## src/rtl/onehot_pulse_decoder.sv

```systemverilog
// Purpose : registered N:2^N decoder; drives 1<<code for HOLD_CYCLES clocks, then idles GAP_CYCLES clocks.
// Latency : one-hot word visible 1 clock after the in_valid/in_ready handshake, held HOLD_CYCLES clocks.
// Backpr. : in_ready is low through HOLD and GAP; code/in_valid changes are ignored until IDLE.
//
// Ports:
//   clk, rst_n   clock, asynchronous active-low reset
//   in_valid     code is valid          in_ready    decoder in IDLE, can accept
//   code [N-1:0] binary index           onehot_out  decoded word, zero outside HOLD
//   out_valid    high exactly in HOLD   busy        high in HOLD or GAP
// Optional build macro PARITY_CHK_EN:
//   code_par     even parity over code  err_pulse   1-clock pulse when an accepted code fails parity
//
// With in_valid held high, HOLD and GAP are followed by one IDLE clock in which
// the next code is taken, so back-to-back accepts are HOLD_CYCLES+GAP_CYCLES+1
// edges apart.
module onehot_pulse_decoder #(
    parameter int N           = 3,
    parameter int HOLD_CYCLES = 4,
    parameter int GAP_CYCLES  = 1,
    localparam int W          = 1 << N
) (
    input  logic         clk,
    input  logic         rst_n,
    input  logic         in_valid,
    output logic         in_ready,
    input  logic [N-1:0] code,
`ifdef PARITY_CHK_EN
    input  logic         code_par,
    output logic         err_pulse,
`endif
    output logic [W-1:0] onehot_out,
    output logic         out_valid,
    output logic         busy
);

    localparam logic [1:0] IDLE = 2'd0;
    localparam logic [1:0] HOLD = 2'd1;
    localparam logic [1:0] GAP  = 2'd2;

    localparam int MAXC = (HOLD_CYCLES > GAP_CYCLES) ? HOLD_CYCLES : GAP_CYCLES;
    localparam int CW   = $clog2(MAXC + 1);

    localparam logic [CW-1:0] HOLD_LD = CW'(HOLD_CYCLES - 1);
    // GAP_LD is never loaded when GAP_CYCLES is 0; keep it a clean zero then.
    localparam logic [CW-1:0] GAP_LD  = (GAP_CYCLES > 0) ? CW'(GAP_CYCLES - 1) : '0;
    localparam logic [W-1:0]  ONE     = {{(W-1){1'b0}}, 1'b1};

    logic [1:0]    state;
    logic [CW-1:0] cnt;
    logic          code_ok;

`ifdef PARITY_CHK_EN
    // Even parity: code bits plus code_par must XOR to zero.
    assign code_ok = ~(^{code, code_par});
`else
    assign code_ok = 1'b1;
`endif

    assign in_ready = (state == IDLE);

    always_ff @(posedge clk or negedge rst_n) begin
        if (!rst_n) begin
            state      <= IDLE;
            cnt        <= '0;
            onehot_out <= '0;
            out_valid  <= 1'b0;
            busy       <= 1'b0;
`ifdef PARITY_CHK_EN
            err_pulse  <= 1'b0;
`endif
        end else begin
`ifdef PARITY_CHK_EN
            // A bad-parity code is consumed in IDLE and only flagged.
            err_pulse <= in_valid && (state == IDLE) && !code_ok;
`endif
            case (state)
                IDLE: begin
                    if (in_valid && code_ok) begin
                        state      <= HOLD;
                        cnt        <= HOLD_LD;
                        onehot_out <= ONE << code;
                        out_valid  <= 1'b1;
                        busy       <= 1'b1;
                    end
                end
                HOLD: begin
                    if (cnt == '0) begin
                        onehot_out <= '0;
                        out_valid  <= 1'b0;
                        if (GAP_CYCLES > 0) begin
                            state <= GAP;
                            cnt   <= GAP_LD;
                        end else begin
                            state <= IDLE;
                            busy  <= 1'b0;
                        end
                    end else begin
                        cnt <= cnt - CW'(1);
                    end
                end
                GAP: begin
                    if (cnt == '0) begin
                        state <= IDLE;
                        busy  <= 1'b0;
                    end else begin
                        cnt <= cnt - CW'(1);
                    end
                end
                default: begin
                    state      <= IDLE;
                    cnt        <= '0;
                    onehot_out <= '0;
                    out_valid  <= 1'b0;
                    busy       <= 1'b0;
                end
            endcase
        end
    end

endmodule
```

## config.mk

```make
export PLATFORM = sky130hd
export DESIGN_NAME = onehot_pulse_decoder
export DESIGN_NICKNAME = d
export VERILOG_FILES = /design/src/rtl/onehot_pulse_decoder.sv
export SDC_FILE = /design/constraint.sdc
export NUM_CORES = 1
export LEC_CHECK = 0
export ABC_CLOCK_PERIOD_IN_PS = 1800
export BUFFER_PORTS_ARGS = -buffer_cell sky130_fd_sc_hd__buf_2
export CAP_MARGIN = 20
export CORE_ASPECT_RATIO = 1.1
export CORE_MARGIN = 1
export CORE_UTILIZATION = 51
export CTS_CLUSTER_DIAMETER = 40
export DETAILED_ROUTE_END_ITERATION = 8
export PLACE_DENSITY_LB_ADDON = 0.3
export REMOVE_ABC_BUFFERS = 1
export SYNTH_ARGS = -nofsm -noshare
export SYNTH_HDL_FRONTEND = slang
export SYNTH_SLANG_ARGS = --single-unit
```

## constraint.sdc

```tcl
create_clock -name clk -period 1.8 [get_ports clk]
set_input_delay 0.09 -clock clk [delete_from_list [all_inputs] [get_ports clk]]
set_output_delay 0.09 -clock clk [all_outputs]
set_load 0.02 [all_outputs]
```

== After elaboration in Yosys (flattened, before gate mapping) ==
Index checks and enable logic that the tools add are counted.

* Bits in read-only memories: 0
* Register bits after elaboration: 15
* Word-level logic and storage cells: 36
* Bits in writable memories: 0
* Memories: 0
* Bits in latches: 0
* Input port bits: 6
* Output and inout bits: 11

* Equality and inequality tests: 6
* $mul: 0
* Bitwise operators: 2
* Reduce and logical (&&, ||, !) cells: 6
* Add/sub/neg operators: 1
* Muxes and demuxes: 15
* Magnitude comparators: 0
* Shifts and indexed selects: 1
* Divide/modulo/power cells: 0

{| class="wikitable"
|+ Operators with widths
! operator !! number
|-
| 8-bit case mux with 3 select lines || 1
|-
| 8-bit 2-to-1 mux || 2
|-
| 3-bit 2-to-1 mux || 3
|-
| 3-bit case mux with 3 select lines || 1
|-
| 3-bit AND reduction || 3
|-
| 2-bit inequality test (second input constant) || 4
|-
| 1-bit by 3-bit << shifter with 8-bit output (first input constant) || 1
|-
| 2-bit 2-to-1 mux || 3
|-
| 1-bit case mux with 3 select lines || 2
|-
| 2-bit case mux with 3 select lines || 1
|-
| 3-bit zero test || 1
|-
| 3-bit by 1-bit subtractor with 3-bit output (second input constant) || 1
|-
| 2-bit by 1-bit == test with 1-bit output (second input constant) || 1
|-
| 2-bit == test (second input constant) || 1
|-
| 2-bit zero test || 1
|-
| 1-bit 2-to-1 mux || 2
|-
| 1-bit NOT || 2
|-
| 2-bit AND reduction || 1
|}

== Logic depth before layout (Yosys ltp) ==
* Depth in word-level cells: 3
* Mapped depth: 5

== Worst setup path after synthesis ==
Ideal clock, no wire load.

* Path kind: reg2reg
* Start point: reg cnt[0]
* End point: reg onehot_out[0]
* Stages on the path, launching flop included: 6
* Period minus slack after synthesis: 1.304 ns
* Buffers on the path: 0
* Path slack: 0.496 ns
* Required time: 1.679 ns
* Arrival time: 1.183 ns
* Path through: dfrtp_1 inv_1 ha_1 nor2b_4 o22ai_4 a22o_1

* Longest elaborated chain between the ends: 3

{| class="wikitable"
|+ RTL lines
! what !! RTL line !! RTL
|-
| from (decl) || 49 || <nowiki>logic [CW-1:0] cnt;</nowiki>
|-
| from (signal assigned) || 98 || <nowiki>cnt <= cnt - CW'(1);</nowiki>
|-
| from (signal assigned) || 106 || <nowiki>cnt <= cnt - CW'(1);</nowiki>
|-
| 3-bit zero test || 87 || <nowiki>if (cnt == '0) begin</nowiki>
|-
| 2-bit inequality test (no source line) || -- ||
|-
| 3-bit AND reduction (no source line) || -- ||
|-
| to (signal assigned) || 81 || <nowiki>onehot_out <= ONE << code;</nowiki>
|-
| to (decl) || 31 || <nowiki>output logic [W-1:0] onehot_out,</nowiki>
|}

No other way between the ends.
A chain may end at the register's enable or synchronous reset.

== Worst setup path after layout ==
Ends and elaborated chain as after synthesis.

==> results.sh <==
export IMPL_status="complete, no violations"
export IMPL_htree_levels=1
export IMPL_drt_initial_drc_count=18
export IMPL_post_cts_buffers=0
export IMPL_drv_slew=0
export IMPL_clockRootBuffer="clkbuf_4"
export IMPL_rrSetupSlack_ns=0.31
export IMPL_layout_common_cells="16 x buf_2, 15 x dfrtp_1, 6 x nor2_1, 4 x a32o_1"
export IMPL_vias=572
export IMPL_fmax_ghz=0.671
export IMPL_yosysSeqAreaShare_pct=48.8
export IMPL_final_cell_area_um2=892
export IMPL_die_area_um2=1670
export IMPL_grt_pass1_wl_um=2130
export IMPL_fin_crit_ns=1.49
export IMPL_max_cap_viol_count=0
export IMPL_cts_resized=0
export IMPL_layout_drive_gt1_share_pct=29.9
export IMPL_pin_count=17
export IMPL_worstSetupEndpointType="flop"
export IMPL_area_growth_pct=15.9
export IMPL_port_buffers=16
export IMPL_p_leak_nw=0.428
export IMPL_cts_tree="done"
export IMPL_yosysUniqueCellTypes=29
export IMPL_syn_area_per_cell_um2=11.3
export IMPL_place_congestion=0.787
export IMPL_powerDensity_nw_per_um2=1590
export IMPL_synthArstFlopShare_pct=100
export IMPL_hpwl_um=1050
export IMPL_ys_flop_type="dfrtp_1"
export IMPL_remaining_drc_errors=0
export IMPL_cp_arrival_ns=1.67
export IMPL_cts_hold_buf=1
export IMPL_startpoint_type="flop"
export IMPL_setup_violations_final=0
export IMPL_min_path_type="primary input to flop"
export IMPL_fin_util_pct=64.5
export IMPL_clock_path_buffers=2
export IMPL_rows=14
export IMPL_synth_edff_count=0
export IMPL_finalHoldViolCount=0
export IMPL_first_pass_iters=4
export IMPL_antenna_found_initial=0
export IMPL_grt_overflow=0
export IMPL_fp_dieH_um=42.7
export IMPL_track_usage_pct=18.7
export IMPL_critPathMaxFanout=8
export IMPL_syn_area_um2=769
export IMPL_synthCells=68
export IMPL_final_common_cell="buf_2"
export IMPL_die_w_um=39.0
export IMPL_cp_required_ns=1.98
export IMPL_finalCritPeriodShare_pct=82.8
export IMPL_finalClockSkew_ns=0.00155
export IMPL_post_drt_wl_per_cell_um=13.6
export IMPL_ir_drop_mv=0.901
export IMPL_core_um2=1380
export IMPL_clock_sinks=15
export IMPL_diodes=0
export IMPL_clock_latency_ns=0.29
export IMPL_wl_um=1400
export IMPL_yosysWarningCount=0
export IMPL_n_fill_cell=116
export IMPL_cts_buffers=3
export IMPL_grt_pass1_vias=499
export IMPL_setup_tns_final_ns=0
export IMPL_initial_core_util_pct=55.6
export IMPL_drtAntennaViolNets=0
export IMPL_relSlewSlack_pct=68.5
export IMPL_viasPerCell=5.55
export IMPL_path_clk_slew_ns=0.09
export IMPL_grt_max_degree=16
export IMPL_ys_ff_latch=15
export IMPL_placed_cell_area_um2=855
export IMPL_rsz0062_at_grt="no"
export IMPL_tightest_slew_ns=0.473
export IMPL_fin_nets=96
export IMPL_path_class="flop to flop"
## final cells by class
class	count	area [um^2]	area share (%)
Clock inverter	1	5.00	0.561
Timing Repair Buffer	17	90.1	10.1
Clock buffer	3	22.5	2.52
Tap cell	16	20.0	2.24
Multi-Input combinational cell	48	368	41.2
Sequential cell	15	375	42.1
Inverter	3	11.3	1.26
## critical path, cell delays in order (launching register included)
cell	delay (ns)
dfrtp_1	0.39
inv_1	0.13
ha_1	0.20
nor2b_4	0.24
o22ai_4	0.14
a22o_1	0.28
## final timing paths
kind                                from            end  depth (start not counted)
max                               cnt[0]  onehot_out[0]                          5
min                              code[0]  onehot_out[7]                          3
max reg2reg                       cnt[0]  onehot_out[0]                          5
min reg2reg                onehot_out[3]  onehot_out[3]                          1
max in group asynchronous          rst_n       state[0]                          2
min in group asynchronous          rst_n  onehot_out[3]                          2
## flip-flops by register name, indices dropped and copies added (netlist names)
register and count:
out_valid 1, cnt 3, busy 1, state 2, onehot_out 8
## metrics by stage
step	setup WS [ns]	total power, W	hold WS (ns)	cells
final	0.309	0.00142	0.0702	103
after global placement	0.370	0.00121	0.00541	98
after floorplan	0.477	0.00106	-0.206	66
after detailed placement	0.319	0.00123	0.00588	98
after CTS	0.305	0.00142	0.0672	103
after global routing	0.219	0.00151	0.0828	103
## power by group
part / internal, W / switching [W] / total (W)
Sequential: 0.000435 / 0.000128 / 0.000563
Clock: 0.0000826 / 0.000113 / 0.000195
Combinational: 0.000291 / 0.000368 / 0.000659
Total: 0.000809 / 0.000609 / 0.00142
## synth_stat cells, drive strengths merged (2+ instances only)
master / count / area (um^2)
a211o: 2 / 17.5
a22o: 3 / 26.3
a32o: 4 / 40.0
and2b: 2 / 20.0
buf: 2 / 15.0
dfrtp: 15 / 375
ha: 2 / 25.0
inv: 3 / 11.3
nand2: 3 / 11.3
nand2b: 3 / 18.8
nand3: 2 / 10.0
nor2: 6 / 22.5
nor2b: 4 / 35.0
o21ai: 4 / 20.0
o2bb2ai: 2 / 17.5
## metal layers
layer / track usage, % / up-vias / part of all wire (%)
li1: - / 289 / -
met1: 24.8 / 271 / 49
met2: 29.0 / 10 / 47
met3: 3.14 / 2 / 2.7
met4: 8.28 / 0 / 1.1
met5: 0 / - / 0
## kinds of logic after synthesis
logic type / after synthesis / synth area share, %
simple gates: 24 / 20.3
compound gates: 21 / 22.9
flops: 15 / 48.8
buf+inv: 5 / 3.41
fa+ha+maj: 2 / 3.25
mux: 1 / 1.30
(Power assumes the default switching activity.)
